[src/rtl/call_request_if.sv]
// Button, mask, clear and request-status bundle between the raw call panels,
// the call request register and the elevator control FSM.
interface call_request_if #(
  parameter int FLOORS = 8
);
  localparam int CNT_W = $clog2(3*FLOORS-1) + 1;

  logic [FLOORS-1:0] btn_in;
  logic [FLOORS-2:0] btn_up_out;
  logic [FLOORS-1:1] btn_down_out;
  logic [FLOORS-1:0] blocked_mask;
  logic              service_mode;
  logic [FLOORS-1:0] inactivate_in_levels;
  logic [FLOORS-2:0] inactivate_out_up_levels;
  logic [FLOORS-1:1] inactivate_out_down_levels;
  logic [FLOORS-1:0] active_in_levels;
  logic [FLOORS-2:0] active_out_up_levels;
  logic [FLOORS-1:1] active_out_down_levels;
  logic [CNT_W-1:0]  pending_count;
  logic              new_request;

  modport slave (
    input  btn_in, btn_up_out, btn_down_out, blocked_mask, service_mode,
           inactivate_in_levels, inactivate_out_up_levels, inactivate_out_down_levels,
    output active_in_levels, active_out_up_levels, active_out_down_levels,
           pending_count, new_request
  );

  modport master (
    output btn_in, btn_up_out, btn_down_out, blocked_mask, service_mode,
           inactivate_in_levels, inactivate_out_up_levels, inactivate_out_down_levels,
    input  active_in_levels, active_out_up_levels, active_out_down_levels,
           pending_count, new_request
  );
endinterface

[src/rtl/call_request_reg.sv]
// Elevator call register: synchronises and debounces cabin/hall buttons,
// latches one-shot requests and reports a pending count and new-request strobe.
module call_request_reg #(
  parameter int FLOORS   = 8,
  parameter int DEBOUNCE = 2
) (
  input  logic          clk,
  input  logic          reset,
  call_request_if.slave bus
);
  localparam int NCH   = 3*FLOORS - 2;
  localparam int CNT_W = $clog2(3*FLOORS-1) + 1;
  localparam int DB_W  = $clog2(DEBOUNCE+1);
  localparam logic [DB_W-1:0] DB_MAX  = DB_W'(DEBOUNCE);
  localparam logic [DB_W-1:0] DB_LAST = DB_W'(DEBOUNCE-1);

  // Channel order: cabin 0..F-1, hall-up 0..F-2, hall-down 1..F-1.
  logic [NCH-1:0] raw_ch, clr_ch, blk_ch, hall_ch;

  logic [NCH-1:0]           sync_meta_q, sync_meta_d;
  logic [NCH-1:0]           sync_q, sync_d;
  logic [NCH-1:0][DB_W-1:0] cnt_q, cnt_d;
  logic [NCH-1:0]           armed_q, armed_d;
  logic [NCH-1:0]           active_q, active_d;
  logic                     svc_hist_q, svc_hist_d;
  logic [CNT_W-1:0]         count_q, count_d;
  logic                     new_request_q, new_request_d;

  logic [NCH-1:0] qualify;
  logic           svc_rise;

  always_comb begin
    raw_ch  = '0;
    clr_ch  = '0;
    blk_ch  = '0;
    hall_ch = '0;
    for (int f = 0; f < FLOORS; f++) begin
      raw_ch[f] = bus.btn_in[f];
      clr_ch[f] = bus.inactivate_in_levels[f];
      blk_ch[f] = bus.blocked_mask[f];
    end
    for (int f = 0; f < FLOORS-1; f++) begin
      raw_ch[FLOORS+f]  = bus.btn_up_out[f];
      clr_ch[FLOORS+f]  = bus.inactivate_out_up_levels[f];
      blk_ch[FLOORS+f]  = bus.blocked_mask[f];
      hall_ch[FLOORS+f] = 1'b1;
    end
    for (int f = 1; f < FLOORS; f++) begin
      raw_ch[2*FLOORS-2+f]  = bus.btn_down_out[f];
      clr_ch[2*FLOORS-2+f]  = bus.inactivate_out_down_levels[f];
      blk_ch[2*FLOORS-2+f]  = bus.blocked_mask[f];
      hall_ch[2*FLOORS-2+f] = 1'b1;
    end
  end

  // NOTE: every variable assigned in always_comb gets a default first, so no latch is inferred.
  always_comb begin
    sync_meta_d = raw_ch;
    sync_d      = sync_meta_q;
    cnt_d       = cnt_q;
    armed_d     = armed_q;
    qualify     = '0;
    for (int i = 0; i < NCH; i++) begin
      if (!sync_q[i]) begin
        cnt_d[i]   = '0;
        armed_d[i] = 1'b1;
      end else begin
        if (cnt_q[i] != DB_MAX) cnt_d[i] = cnt_q[i] + DB_W'(1);
        if (armed_q[i] && cnt_q[i] == DB_LAST) begin
          qualify[i] = 1'b1;
          armed_d[i] = 1'b0;
        end
      end
    end
  end

  // Clear always wins over a simultaneous qualifying press.
  always_comb begin
    svc_rise   = bus.service_mode & ~svc_hist_q;
    svc_hist_d = bus.service_mode;
    active_d   = (active_q & ~clr_ch & ~(hall_ch & {NCH{svc_rise}}))
               | (qualify & ~blk_ch & ~clr_ch & ~(hall_ch & {NCH{bus.service_mode}}));
    count_d    = '0;
    for (int i = 0; i < NCH; i++) count_d = count_d + CNT_W'(active_d[i]);
    new_request_d = |(active_d & ~active_q);
  end

  // NOTE: sequential state uses non-blocking assignments; all per-channel state resets with it.
  always_ff @(posedge clk or negedge reset) begin
    if (!reset) begin
      sync_meta_q   <= '0;
      sync_q        <= '0;
      cnt_q         <= '0;
      armed_q       <= '1;
      active_q      <= '0;
      svc_hist_q    <= 1'b0;
      count_q       <= '0;
      new_request_q <= 1'b0;
    end else begin
      sync_meta_q   <= sync_meta_d;
      sync_q        <= sync_d;
      cnt_q         <= cnt_d;
      armed_q       <= armed_d;
      active_q      <= active_d;
      svc_hist_q    <= svc_hist_d;
      count_q       <= count_d;
      new_request_q <= new_request_d;
    end
  end

  assign bus.active_in_levels       = active_q[FLOORS-1:0];
  assign bus.active_out_up_levels   = active_q[2*FLOORS-2:FLOORS];
  assign bus.active_out_down_levels = active_q[3*FLOORS-3:2*FLOORS-1];
  assign bus.pending_count          = count_q;
  assign bus.new_request            = new_request_q;
endmodule

[src/flat_wrapper.sv]
// flat-port wrapper written by rule: the top's interface ports become plain ports
module call_request_reg_flat 
#(
  parameter int FLOORS   = 8,
  parameter int DEBOUNCE = 2
)
  (clk, reset, bus_btn_in, bus_btn_up_out, bus_btn_down_out, bus_blocked_mask, bus_service_mode, bus_inactivate_in_levels, bus_inactivate_out_up_levels, bus_inactivate_out_down_levels, bus_active_in_levels, bus_active_out_up_levels, bus_active_out_down_levels, bus_pending_count, bus_new_request);
  call_request_if #(.FLOORS(FLOORS)) bus_i ();
  input  logic clk;
  input  logic reset;
  input wire logic [$bits(bus_i.btn_in)-1:0] bus_btn_in;
  input wire logic [$bits(bus_i.btn_up_out)-1:0] bus_btn_up_out;
  input wire logic [$bits(bus_i.btn_down_out)-1:0] bus_btn_down_out;
  input wire logic [$bits(bus_i.blocked_mask)-1:0] bus_blocked_mask;
  input wire logic [$bits(bus_i.service_mode)-1:0] bus_service_mode;
  input wire logic [$bits(bus_i.inactivate_in_levels)-1:0] bus_inactivate_in_levels;
  input wire logic [$bits(bus_i.inactivate_out_up_levels)-1:0] bus_inactivate_out_up_levels;
  input wire logic [$bits(bus_i.inactivate_out_down_levels)-1:0] bus_inactivate_out_down_levels;
  output wire logic [$bits(bus_i.active_in_levels)-1:0] bus_active_in_levels;
  output wire logic [$bits(bus_i.active_out_up_levels)-1:0] bus_active_out_up_levels;
  output wire logic [$bits(bus_i.active_out_down_levels)-1:0] bus_active_out_down_levels;
  output wire logic [$bits(bus_i.pending_count)-1:0] bus_pending_count;
  output wire logic [$bits(bus_i.new_request)-1:0] bus_new_request;
  assign bus_i.btn_in = bus_btn_in;
  assign bus_i.btn_up_out = bus_btn_up_out;
  assign bus_i.btn_down_out = bus_btn_down_out;
  assign bus_i.blocked_mask = bus_blocked_mask;
  assign bus_i.service_mode = bus_service_mode;
  assign bus_i.inactivate_in_levels = bus_inactivate_in_levels;
  assign bus_i.inactivate_out_up_levels = bus_inactivate_out_up_levels;
  assign bus_i.inactivate_out_down_levels = bus_inactivate_out_down_levels;
  assign bus_active_in_levels = bus_i.active_in_levels;
  assign bus_active_out_up_levels = bus_i.active_out_up_levels;
  assign bus_active_out_down_levels = bus_i.active_out_down_levels;
  assign bus_pending_count = bus_i.pending_count;
  assign bus_new_request = bus_i.new_request;
  call_request_reg #(.FLOORS(FLOORS), .DEBOUNCE(DEBOUNCE)) u_core (.clk(clk), .reset(reset), .bus(bus_i));
endmodule
[config.mk]
export PLATFORM = sky130hd
export DESIGN_NAME = call_request_reg_flat
export DESIGN_NICKNAME = d
export VERILOG_FILES = /design/src/rtl/call_request_if.sv /design/src/rtl/call_request_reg.sv /design/src/flat_wrapper.sv
export SDC_FILE = /design/constraint.sdc
export NUM_CORES = 1
export LEC_CHECK = 0
export BUFFER_PORTS_ARGS = -buffer_cell sky130_fd_sc_hd__buf_2
export CORE_MARGIN = 4
export CORE_UTILIZATION = 45
export DETAILED_ROUTE_END_ITERATION = 8
export PLACE_DENSITY = 0.67
export SLEW_MARGIN = 40
export SYNTH_ARGS = -nofsm -noshare
export SYNTH_HDL_FRONTEND = slang
export SYNTH_SLANG_ARGS = --single-unit
[constraint.sdc]
create_clock -name clk -period 4.71 [get_ports clk]
set_input_delay 0.2355 -clock clk [delete_from_list [all_inputs] [get_ports clk]]
set_output_delay 0.2355 -clock clk [all_outputs]
set_load 0.02 [all_outputs]
Word level (Yosys, flattened, before mapping)
Cells that the tools add are included.

word-level totals
  input bits = 55
  word-level logic and storage cells = 350
  bits in registers = 140
  output and inout port bits = 29

operators by class
  add/sub/neg operators = 43
  reductions and logical operators = 23
  bitwise operators = 14
  muxes and demuxes = 132
  equal/unequal tests = 88

operator list
  cell                                                             count
  22-bit AND                                                       6
  2-bit inequality test, second input constant                     66
  6-bit by 1-bit adder with 6-bit output                           20
  22-bit inverter                                                  5
  1-bit 2-to-1 mux                                                 88
  2-bit 2-to-1 mux                                                 44
  2-bit by 1-bit adder with 2-bit output, second input constant    22
  2-bit by 1-bit == test with 1-bit output, second input constant  22
  1-bit logical AND                                                22
  22-bit bitwise OR                                                1
  22-bit OR reduction                                              1
  1-bit by 1-bit adder with 2-bit output                           1
  1-bit AND                                                        1
  1-bit inverter                                                   1

Logic depth before layout (Yosys ltp)
Gate-level depths: netlist (run 1).

  depth in word-level cells = 29
  mapped depth = 20
  gate-level depth less buffers = 19

Least setup slack after synthesis (run 1)
OpenSTA, ideal clock, no wires.

  kind = register to register
  start = register u_core.armed_q[8]
  end = register u_core.count_q[4], in the netlist u_core.bus.pending_count[4]
  period minus slack after synthesis = 5.137 ns
  cell stages (with the launch flop) = 14
  path buffers = 0
  arrival = 5.019 ns
  path slack = -0.427 ns
  required time = 4.592 ns
  library setup time = 0.118 ns
  cells stage by stage = dfstp_2 -> nand2_1 -> or4b_2 -> a21o_1 -> fa_1 -> fa_1 -> fa_1 -> fa_1 -> inv_1 -> fa_1 -> fa_1 -> fa_1 -> a21o_1 -> a21o_1

on the way
  word-level cells in the longest chain between the ends = 21

ends and longest elaborated chain
  element                                                line                     text
  from (decl)                                            call_request_reg.sv:23   logic [NCH-1:0] armed_q, armed_d;
  from (signal assigned)                                 call_request_reg.sv:103  armed_q <= armed_d;
  1-bit logical AND                                      call_request_reg.sv:69   if (armed_q[i] && cnt_q[i] == DB_LAST) begin
  1-bit 2-to-1 mux                                       call_request_reg.sv:69
  1-bit 2-to-1 mux                                       call_request_reg.sv:64   if (!sync_q[i]) begin
  22-bit AND (3 in series)                               call_request_reg.sv:82   | (qualify & ~blk_ch & ~clr_ch & ~(hall_ch & {NCH{bus.service_mode}}));
  22-bit bitwise OR                                      call_request_reg.sv:82
  6-bit by 1-bit adder with 6-bit output (14 in series)  call_request_reg.sv:84   for (int i = 0; i < NCH; i++) count_d = count_d + CNT_W'(active_d[i]);
  net u_core.count_d[4]                                  call_request_reg.sv:26   logic [CNT_W-1:0] count_q, count_d;
  to (signal assigned)                                   call_request_reg.sv:106  count_q <= count_d;
  to (decl)                                              call_request_reg.sv:26

The timed path passes the listed nets, and every way through them passes these cells.
A chain may end at the register's enable or synchronous reset.

Final worst setup path (run 1)
Same ends and word-level chain as after synthesis.

==> results of run 1 <==
[cell families after synthesis]
kind of cell / Yosys count / share of synthesized area, %
xor+xnor: 24 / 3.37
simple gates: 141 / 12.6
other cells: 1 / 0.0602
buf+inv: 104 / 6.45
compound gates: 71 / 6.25
fa+ha+maj: 66 / 15.1
flops: 139 / 56.3
[routing by layer]
metal	part of all wire (%)	GRT usage, %
met1	44	22.9
met2	49	29.7
met3	4.3	4.45
met4	2.8	8.29
met5	0	0
[worst max-delay path, stage by stage, from the launching register on]
cell and delay [ns]:
dfstp_2 0.53, nand2_1 0.05, or4b_4 0.48, a21o_1 0.20, fa_1 0.47, fa_1 0.54, fa_1 0.43, fa_1 0.49
inv_1 0.05, fa_1 0.45, fa_2 0.38, fa_2 0.39, a21o_1 0.16, a21o_1 0.14
[state kept, by name, summed over array words and instances (netlist names)]
| name | flops |
|---|---|
| u_core.active_q | 22 |
| u_core.sync_q | 22 |
| u_core.svc_hist_q | 1 |
| u_core.bus.new_request | 1 |
| u_core.armed_q | 22 |
| u_core.cnt_q | 44 |
| u_core.sync_d | 22 |
| u_core.bus.pending_count | 5 |
[path summary, 6_finish.rpt]
path | startpoint | end | depth (start not counted)
min reg2reg | u_core.sync_d[14] | u_core.sync_q[14] | 0
min | bus_inactivate_out_up_levels[1] | u_core.active_q[9] | 2
max | u_core.armed_q[8] | u_core.bus.pending_count[4] | 13
min in group asynchronous | reset | u_core.sync_d[7] | 2
max in group asynchronous | reset | u_core.armed_q[13] | 3
max reg2reg | u_core.armed_q[8] | u_core.bus.pending_count[4] | 13
[cells in the final DEF (no fill, tap or decap), types with 23 or more instances in the layout]
master         count
and2_1            44
buf_2             81
buf_4             35
dfrtp_1          117
dlygate4sd3_1     28
ha_1              48
inv_1             98
nand2_1           37
o21ai_0           44
xnor2_1           23
[stage by stage]
step	setup slack, ns	power (µW)	TNS (ns)	cells	utilization (%)
after CTS	-0.168	4070	-0.309	892	59.4
after global placement	-0.109	2630	-0.190	832	52.9
final	-0.154	4040	-0.294	895	59.7
after detailed placement	-0.194	2720	-0.377	832	52.9
after global routing	-0.320	4340	-0.886	895	59.7
after floorplan	-0.0421	2340	-0.0421	546	-
[area by class of cell]
| class | count | area, µm² | area share (%) |
|---|---|---|---|
| clock inverters | 7 | 90.1 | 1.13 |
| well taps | 176 | 220 | 2.75 |
| inverters | 101 | 379 | 4.74 |
| multi-input cells | 303 | 2360 | 29.4 |
| repair buffers | 145 | 963 | 12.0 |
| flip-flops and latches | 139 | 3510 | 43.8 |
| clock buffers | 24 | 492 | 6.14 |
[where the power goes]
group          switching [µW]  internal [µW]  leakage [µW]
clock network             483            830      0.000282
registers                 179           1490       0.00171
logic                     519            535       0.00206
total                    1180           2860       0.00405
[timing repair]
action	CTS	global route
hold endpoints to repair	110	0
hold buffers	28	0
setup buffers	1	3
gates resized for setup	1	9
pin swaps	0	10
setup endpoints to repair	4	4
==> impl_metrics.py, run 1 <==
metrics = {
    "synth": {
        "synth-seq-area-share_pct": 56.3,
        "async_flop_share_pct": 100,
        "synthFlopType": "dfrtp_1",
        "synth_top_cell_by_area": "dfrtp_1",
        "synth_cell_types": 32,
        "syn_area_um2": 6230,
        "ys_seq_elements": 139,
        "synth_edf_count": 0,
        "yosysMostFrequentCell": "dfrtp_1",
        "synth_commonest_cells": "117 x dfrtp_1, 101 x inv_1, 51 x ha_1",
        "ys_warn_count": 0,
        "syn-num-nets": 667,
        "syn_inst": 546,
        "synth_top_cell_area_share_pct": 47.0,
        "avgSynthCellArea_um2": 11.4,
        "yosys-top-cells-area": "dfrtp_1 47%, ha_1 10%, dfstp_2 9.3%",
    },
    "setup_path": {
        "cp.arrival_ns": 5.17,
        "setup.worst_path.start_class": "flop",
        "worstPathMaxFanout": 2,
        "endpoint_kind": "flop",
        "r2r_slack_ns": -0.15,
        "crit_required_ns": 5.02,
        "worstSetupPathType": "flop to flop",
    },
    "floorplanning": {
        "die_area_um2": 15800,
        "rows": 42,
        "die_h_um": 126,
        "initial_core_util_pct": 46.5,
        "io_pins": 84,
        "coreArea_um2": 13400,
        "die_w_um": 126,
    },
    "timing": {
        "worst_pin_slew_ns": 0.720,
        "drv_slew": 0,
        "period_minus_slack_ns": 4.86,
        "rsz0062_at_grt": "yes",
        "clock_skew_ns": 0.00778,
        "finalHoldViolCount": 0,
        "fmax_mhz": 206,
        "finalSetupViolCount": 2,
        "holdWs_ns": 0.0133,
        "worst_slack_ns": -0.154,
        "finalCritPeriodShare_pct": 103,
        "relSlewSlack_pct": 52.0,
    },
    "layout": {
        "drive_above_1_share_pct": 25.7,
        "antennaDiodeCount": 0,
        "area_growth_pct": 28.5,
        "final_area_um2": 8010,
        "nNetsFinal": 828,
        "fill_cells": 1071,
    },
    "route": {
        "wl_um": 13100,
        "ant_nets": 0,
        "initialDrtViolationCount": 250,
        "firstDrtPassIters": 4,
        "drc": 0,
        "vias": 4209,
        "wl_per_cell_um": 14.6,
        "vias_per_cell": 4.70,
    },
    "clocking": {
        "clkTransAtPathRegs_ns": 0.06,
        "root_buffer": "clkbuf_16",
        "numCtsBuffers": 17,
        "htree_levels": 4,
        "cts.sinks": 139,
        "cts_tree": "built",
        "worstSkewPairLatency_ns": 0.42,
        "cts_buffer_depth": 2,
    },
    "grt": {
        "grt_antenna_before_repair": 0,
        "grt.total_usage_pct": 18.2,
        "grt_pass1_vias": 4644,
        "grt_pass1_wl_um": 22400,
        "grt_max_degree": 100,
        "grt_overflow": 0,
    },
    "power": {
        "power_density_nw_per_um2": 505,
        "p_leak_uw": 0.00405,
        "ir_drop_v": 0.000371,
    },
    "placement": {
        "place_area_um2": 7090,
        "routabilityCongestion": 0.802,
        "dp_hpwl_um": 9540,
        "port_buffers": 82,
    },
    "outcome": {
        "status": "finished, violations left",
        "violations": "setup timing",
    },
    "flow_run": {
        "drv_cap": 0,
    },
    "min_path": {
        "hold_path.class": "input pin to flop",
    },
}
No activity file was read; power rests on OpenSTA's default activity.
==> inputs of run 2 (changes only) <==
MAX_ROUTING_LAYER = met4   (was default)
==> impl_metrics.py, run 2 (same netlist as run 1, synthesis figures left out) <==
metrics = {
    "outcome": {
        "status": "finished, violations left",
        "violations": "setup timing",
    },
    "clocking": {
        "numCtsBuffers": 17,
        "worstSkewPairLatency_ns": 0.42,
        "htree_levels": 4,
        "cts.sinks": 139,
        "root_buffer": "clkbuf_16",
        "cts_tree": "built",
        "clkTransAtPathRegs_ns": 0.06,
        "cts_buffer_depth": 2,
    },
    "route": {
        "firstDrtPassIters": 4,
        "drc": 0,
        "vias_per_cell": 4.69,
        "vias": 4194,
        "ant_nets": 0,
        "initialDrtViolationCount": 274,
        "wl_per_cell_um": 14.6,
        "wl_um": 13000,
    },
    "timing": {
        "clock_skew_ns": 0.00749,
        "worst_slack_ns": -0.163,
        "relSlewSlack_pct": 48.0,
        "final.setup.tns_ns": -0.312,
        "drv_slew": 0,
        "rsz0062_at_grt": "yes",
        "finalHoldViolCount": 0,
        "worst_pin_slew_ns": 0.778,
        "fmax_mhz": 205,
        "finalSetupViolCount": 2,
        "period_minus_slack_ns": 4.87,
        "finalCritPeriodShare_pct": 103,
    },
    "floorplanning": {
        "initial_core_util_pct": 46.5,
        "die_w_um": 126,
        "io_pins": 84,
        "coreArea_um2": 13400,
        "rows": 42,
        "die_h_um": 126,
        "die_area_um2": 15800,
    },
    "power": {
        "ir_drop_v": 0.000373,
        "power_uw": 4030,
        "power_density_nw_per_um2": 504,
        "p_leak_uw": 0.00405,
    },
    "layout": {
        "final_cell_mix": "117 x dfrtp_1, 98 x inv_1, 81 x buf_2",
        "antennaDiodeCount": 0,
        "drive_above_1_share_pct": 25.6,
        "area_growth_pct": 28.5,
        "layout_commonest_cell": "dfrtp_1",
        "nNetsFinal": 828,
        "multi_input_area_um2": 2350,
        "final_util_pct": 59.7,
        "register_area_um2": 3510,
        "largest_reg_flops": 44,
        "final_area_um2": 8000,
        "fill_cells": 1071,
        "top_register": "u_core.cnt_q",
        "final_cells": 895,
    },
    "grt": {
        "grt_pass1_vias": 4647,
        "grt_overflow": 0,
        "grt_pass1_wl_um": 22400,
        "grt.total_usage_pct": 18.7,
        "grt_antenna_before_repair": 0,
        "grt_max_degree": 100,
    },
    "placement": {
        "port_buffers": 82,
        "post-place-cells": 832,
        "dp_hpwl_um": 9540,
        "place_area_um2": 7090,
        "routabilityCongestion": 0.814,
    },
    "flow_run": {
        "drv_cap": 0,
    },
    "setup_path": {
        "worstPathMaxFanout": 2,
        "setup.worst_path.start_class": "flop",
        "worstSetupPathType": "flop to flop",
        "ff2ff_path_depth": 13,
        "cp.arrival_ns": 5.18,
        "endpoint_kind": "flop",
        "crit_required_ns": 5.02,
    },
    "min_path": {
        "hold_path.class": "input pin to flop",
        "hold_path_depth": 2,
    },
}
-- run 2: cell types whose count changed in the layout (fill, tap and decap cells not counted) --
cell | previous run | this run
ha_1 | 48 | 49
ha_2 | 3 | 2
-- run 2: metrics by stage --
step / setup WS (ns) / hold slack, ns
global route: -0.321 / 0.0135
finish: -0.163 / 0.0141
CTS: -0.168 / 0.000588
floorplan: -0.0421 / -0.0601
global placement: -0.109 / 0.332
detailed placement: -0.194 / 0.314
-- run 2: final timing paths --
| path | start | slack [ns] | to |
|---|---|---|---|
| max in group asynchronous | reset | 3.22 | u_core.armed_q[13] |
| worst max-delay path | u_core.armed_q[8] | -0.16 | u_core.bus.pending_count[4] |
| min in group asynchronous | reset | 0.42 | u_core.sync_d[7] |
| worst min-delay path | bus_inactivate_out_up_levels[1] | 0.01 | u_core.active_q[9] |
| worst min register to register | u_core.sync_d[14] | 0.35 | u_core.sync_q[14] |
| worst max register to register | u_core.armed_q[8] | -0.16 | u_core.bus.pending_count[4] |
-- run 2: worst max-delay path, cell delays in order (launching register included) --
cell	delay, ns
dfstp_2	0.54
nand2_1	0.05
or4b_4	0.48
a21o_1	0.20
fa_1	0.47
fa_1	0.54
fa_1	0.43
fa_1	0.49
inv_1	0.05
fa_1	0.45
fa_2	0.38
fa_2	0.39
a21o_1	0.16
a21o_1	0.14
-- run 2: timing repair --
item,CTS,global route
hold buffers,28,0
hold endpoints to repair,110,0
endpoints found under the setup margin,4,4
pin swaps,0,10
buffers inserted,1,3
gates resized for setup,1,8
-- run 2: report_power, final --
group	leakage, µW	internal (µW)	switching (µW)
Combinational	0.00206	535	518
Sequential	0.00171	1490	177
Clock	0.000282	829	480
Total	0.00405	2860	1180
-- run 2: cell type report --
type	instances	area share, %
Clock buffer	24	6.14
Clock inverter	7	1.13
Inverter	101	4.74
Multi-Input combinational cell	303	29.4
Sequential cell	139	43.8
Tap cell	176	2.75
Timing Repair Buffer	145	12.0
-- run 2: routing by layer --
layer	part of all wire, %	vias to the layer above	track usage (%)
li1	-	2057	-
met1	43	2035	23.2
met2	49	77	29.7
met3	5.0	25	4.11
met4	2.6	0	8.29
met5	0	-	-
==> inputs of run 3 (changes only) <==
--- a/config.mk
+++ b/config.mk
@@ -10,2 +10,3 @@
 export CORE_UTILIZATION = 45
+export CTS_BUF_LIST = sky130_fd_sc_hd__clkbuf_16
 export DETAILED_ROUTE_END_ITERATION = 8
==> constraint.sdc (replaced) <==
create_clock -name clk -period 4.15 [get_ports clk]
set_input_delay 1.0375 -clock clk [delete_from_list [all_inputs] [get_ports clk]]
set_output_delay 1.0375 -clock clk [all_outputs]
set_load 0.02 [all_outputs]
==> impl_metrics.py, run 3 (same netlist as run 1, synthesis figures left out) <==
metrics = {
    "clocking": {
        "cts_tree": "built",
        "numCtsBuffers": 17,
        "cts_hold_buf": 0,
        "root_buffer": "clkbuf_16",
        "htree_levels": 4,
        "cts.sinks": 139,
        "worstSkewPairLatency_ns": 0.42,
        "cts_buffer_depth": 2,
        "clkTransAtPathRegs_ns": 0.06,
    },
    "timing": {
        "finalSetupViolCount": 5,
        "fmax_mhz": 196,
        "worst_pin_slew_ns": 0.688,
        "rsz0062_at_grt": "yes",
        "finalCritPeriodShare_pct": 123,
        "period_minus_slack_ns": 5.11,
        "clock_skew_ns": 0.00963,
        "drv_slew": 0,
        "worst_slack_ns": -0.958,
        "final.setup.tns_ns": -3.93,
        "relSlewSlack_pct": 54.1,
        "finalHoldViolCount": 0,
    },
    "layout": {
        "layout_commonest_cell": "dfrtp_1",
        "final_area_um2": 8000,
        "final_cell_mix": "117 x dfrtp_1, 101 x inv_1, 78 x buf_2",
        "area_growth_pct": 28.3,
        "final_cells": 897,
        "largest_reg_flops": 44,
        "top_register": "u_core.cnt_q",
        "fill_cells": 1118,
        "drive_above_1_share_pct": 29.7,
        "final_util_pct": 59.7,
        "nNetsFinal": 829,
        "antennaDiodeCount": 0,
    },
    "route": {
        "firstDrtPassIters": 4,
        "wl_um": 12900,
        "vias_per_cell": 4.72,
        "initialDrtViolationCount": 186,
        "vias": 4232,
        "drc": 0,
        "ant_nets": 0,
        "wl_per_cell_um": 14.4,
    },
    "placement": {
        "post-place-cells": 861,
        "place_area_um2": 7330,
        "dp_hpwl_um": 9740,
        "routabilityCongestion": 0.823,
        "place_worst_setup_slack_ns": -1.49,
        "port_buffers": 82,
    },
    "min_path": {
        "hold_path.class": "flop to flop",
        "hold_path_depth": 0,
    },
    "floorplanning": {
        "io_pins": 84,
        "coreArea_um2": 13400,
        "initial_core_util_pct": 46.5,
        "die_h_um": 126,
        "die_area_um2": 15800,
        "rows": 42,
        "die_w_um": 126,
    },
    "power": {
        "ir_drop_v": 0.000336,
        "p_leak_uw": 0.00412,
        "power_density_nw_per_um2": 575,
    },
    "grt": {
        "grt_pass1_vias": 4397,
        "grt_antenna_before_repair": 0,
        "grt_max_degree": 77,
        "grt.total_usage_pct": 18.2,
        "grt_overflow": 0,
        "grt_pass1_wl_um": 21600,
    },
    "outcome": {
        "status": "finished, violations left",
        "violations": "setup timing",
    },
    "setup_path": {
        "worstPathMaxFanout": 2,
        "ff2ff_path_depth": 13,
        "worstSetupPathType": "input pin to flop",
        "cp.arrival_ns": 5.42,
        "endpoint_kind": "flop",
        "crit_required_ns": 4.46,
        "setup.worst_path.start_class": "input pin",
    },
    "flow_run": {
        "drv_cap": 0,
    },
}
==> run 3: cell count changes in the layout (fill, tap and decap cells not counted), sizes merged <==
cell	change
bufinv	+1
clkbuf	-7
dlygate4sd3	-28
inv	+4
clkinv	+4
buf	+29
clkinvlp	-1
==> run 3: critical path, stage by stage <==
cell and delay [ns]:
buf_6 0.09, or4b_4 0.53, a21o_1 0.20, fa_1 0.46
fa_1 0.54, fa_1 0.43, fa_1 0.51, inv_2 0.04
fa_1 0.51, fa_2 0.39, fa_2 0.36, a21o_1 0.16
a21o_1 0.15
==> run 3: cell type report <==
type                            instances  area, µm²  area share, %
Clock buffer                           17        425           5.32
Tap cell                              176        220           2.75
Sequential cell                       139       3510           43.8
Timing Repair Buffer                  146        941           11.8
Clock inverter                         15        144           1.80
Inverter                              101        379           4.74
Multi-Input combinational cell        303       2380           29.8
==> run 3: timing repair <==
action                     4_1_cts  5_1_grt
setup endpoints to repair        5        5
buffers inserted                 1        3
hold endpoints to repair         0        0
pin swaps                        7       17
gates resized for setup         14        5
==> run 3: metal layers <==
metal	wire [µm]	vias to the layer above	global-route usage, %
met5	0	-	-
met4	228	0	5.29
met3	683	17	6.82
met2	6310	88	27.8
met1	5720	2066	22.8
li1	-	2061	-
==> run 3: worst paths after layout <==
kind	start	end	slack [ns]
min in group asynchronous	reset	u_core.sync_q[21]	0.65
hold / removal	u_core.sync_d[17]	u_core.sync_q[17]	0.35
setup reg to reg	u_core.armed_q[8]	u_core.bus.pending_count[4]	-0.81
hold reg to reg	u_core.sync_d[17]	u_core.sync_q[17]	0.35
setup / recovery	bus_blocked_mask[0]	u_core.bus.pending_count[4]	-0.96
max in group asynchronous	reset	u_core.armed_q[8]	2.68
==> run 3: report_power, final <==
group / switching [µW] / internal, µW / leakage (µW)
Clock: 546 / 923 / 0.000294
Combinational: 612 / 629 / 0.00212
Sequential: 190 / 1700 / 0.00171
Total: 1350 / 3250 / 0.00412
==> run 3: metrics by stage <==
step | hold slack, ns | power (µW)
detailed placement | 0.335 | 3120
finish | 0.346 | 4590
CTS | 0.348 | 4630
floorplan | 0.331 | 2660
global placement | 0.332 | 3020
global route | 0.354 | 4940
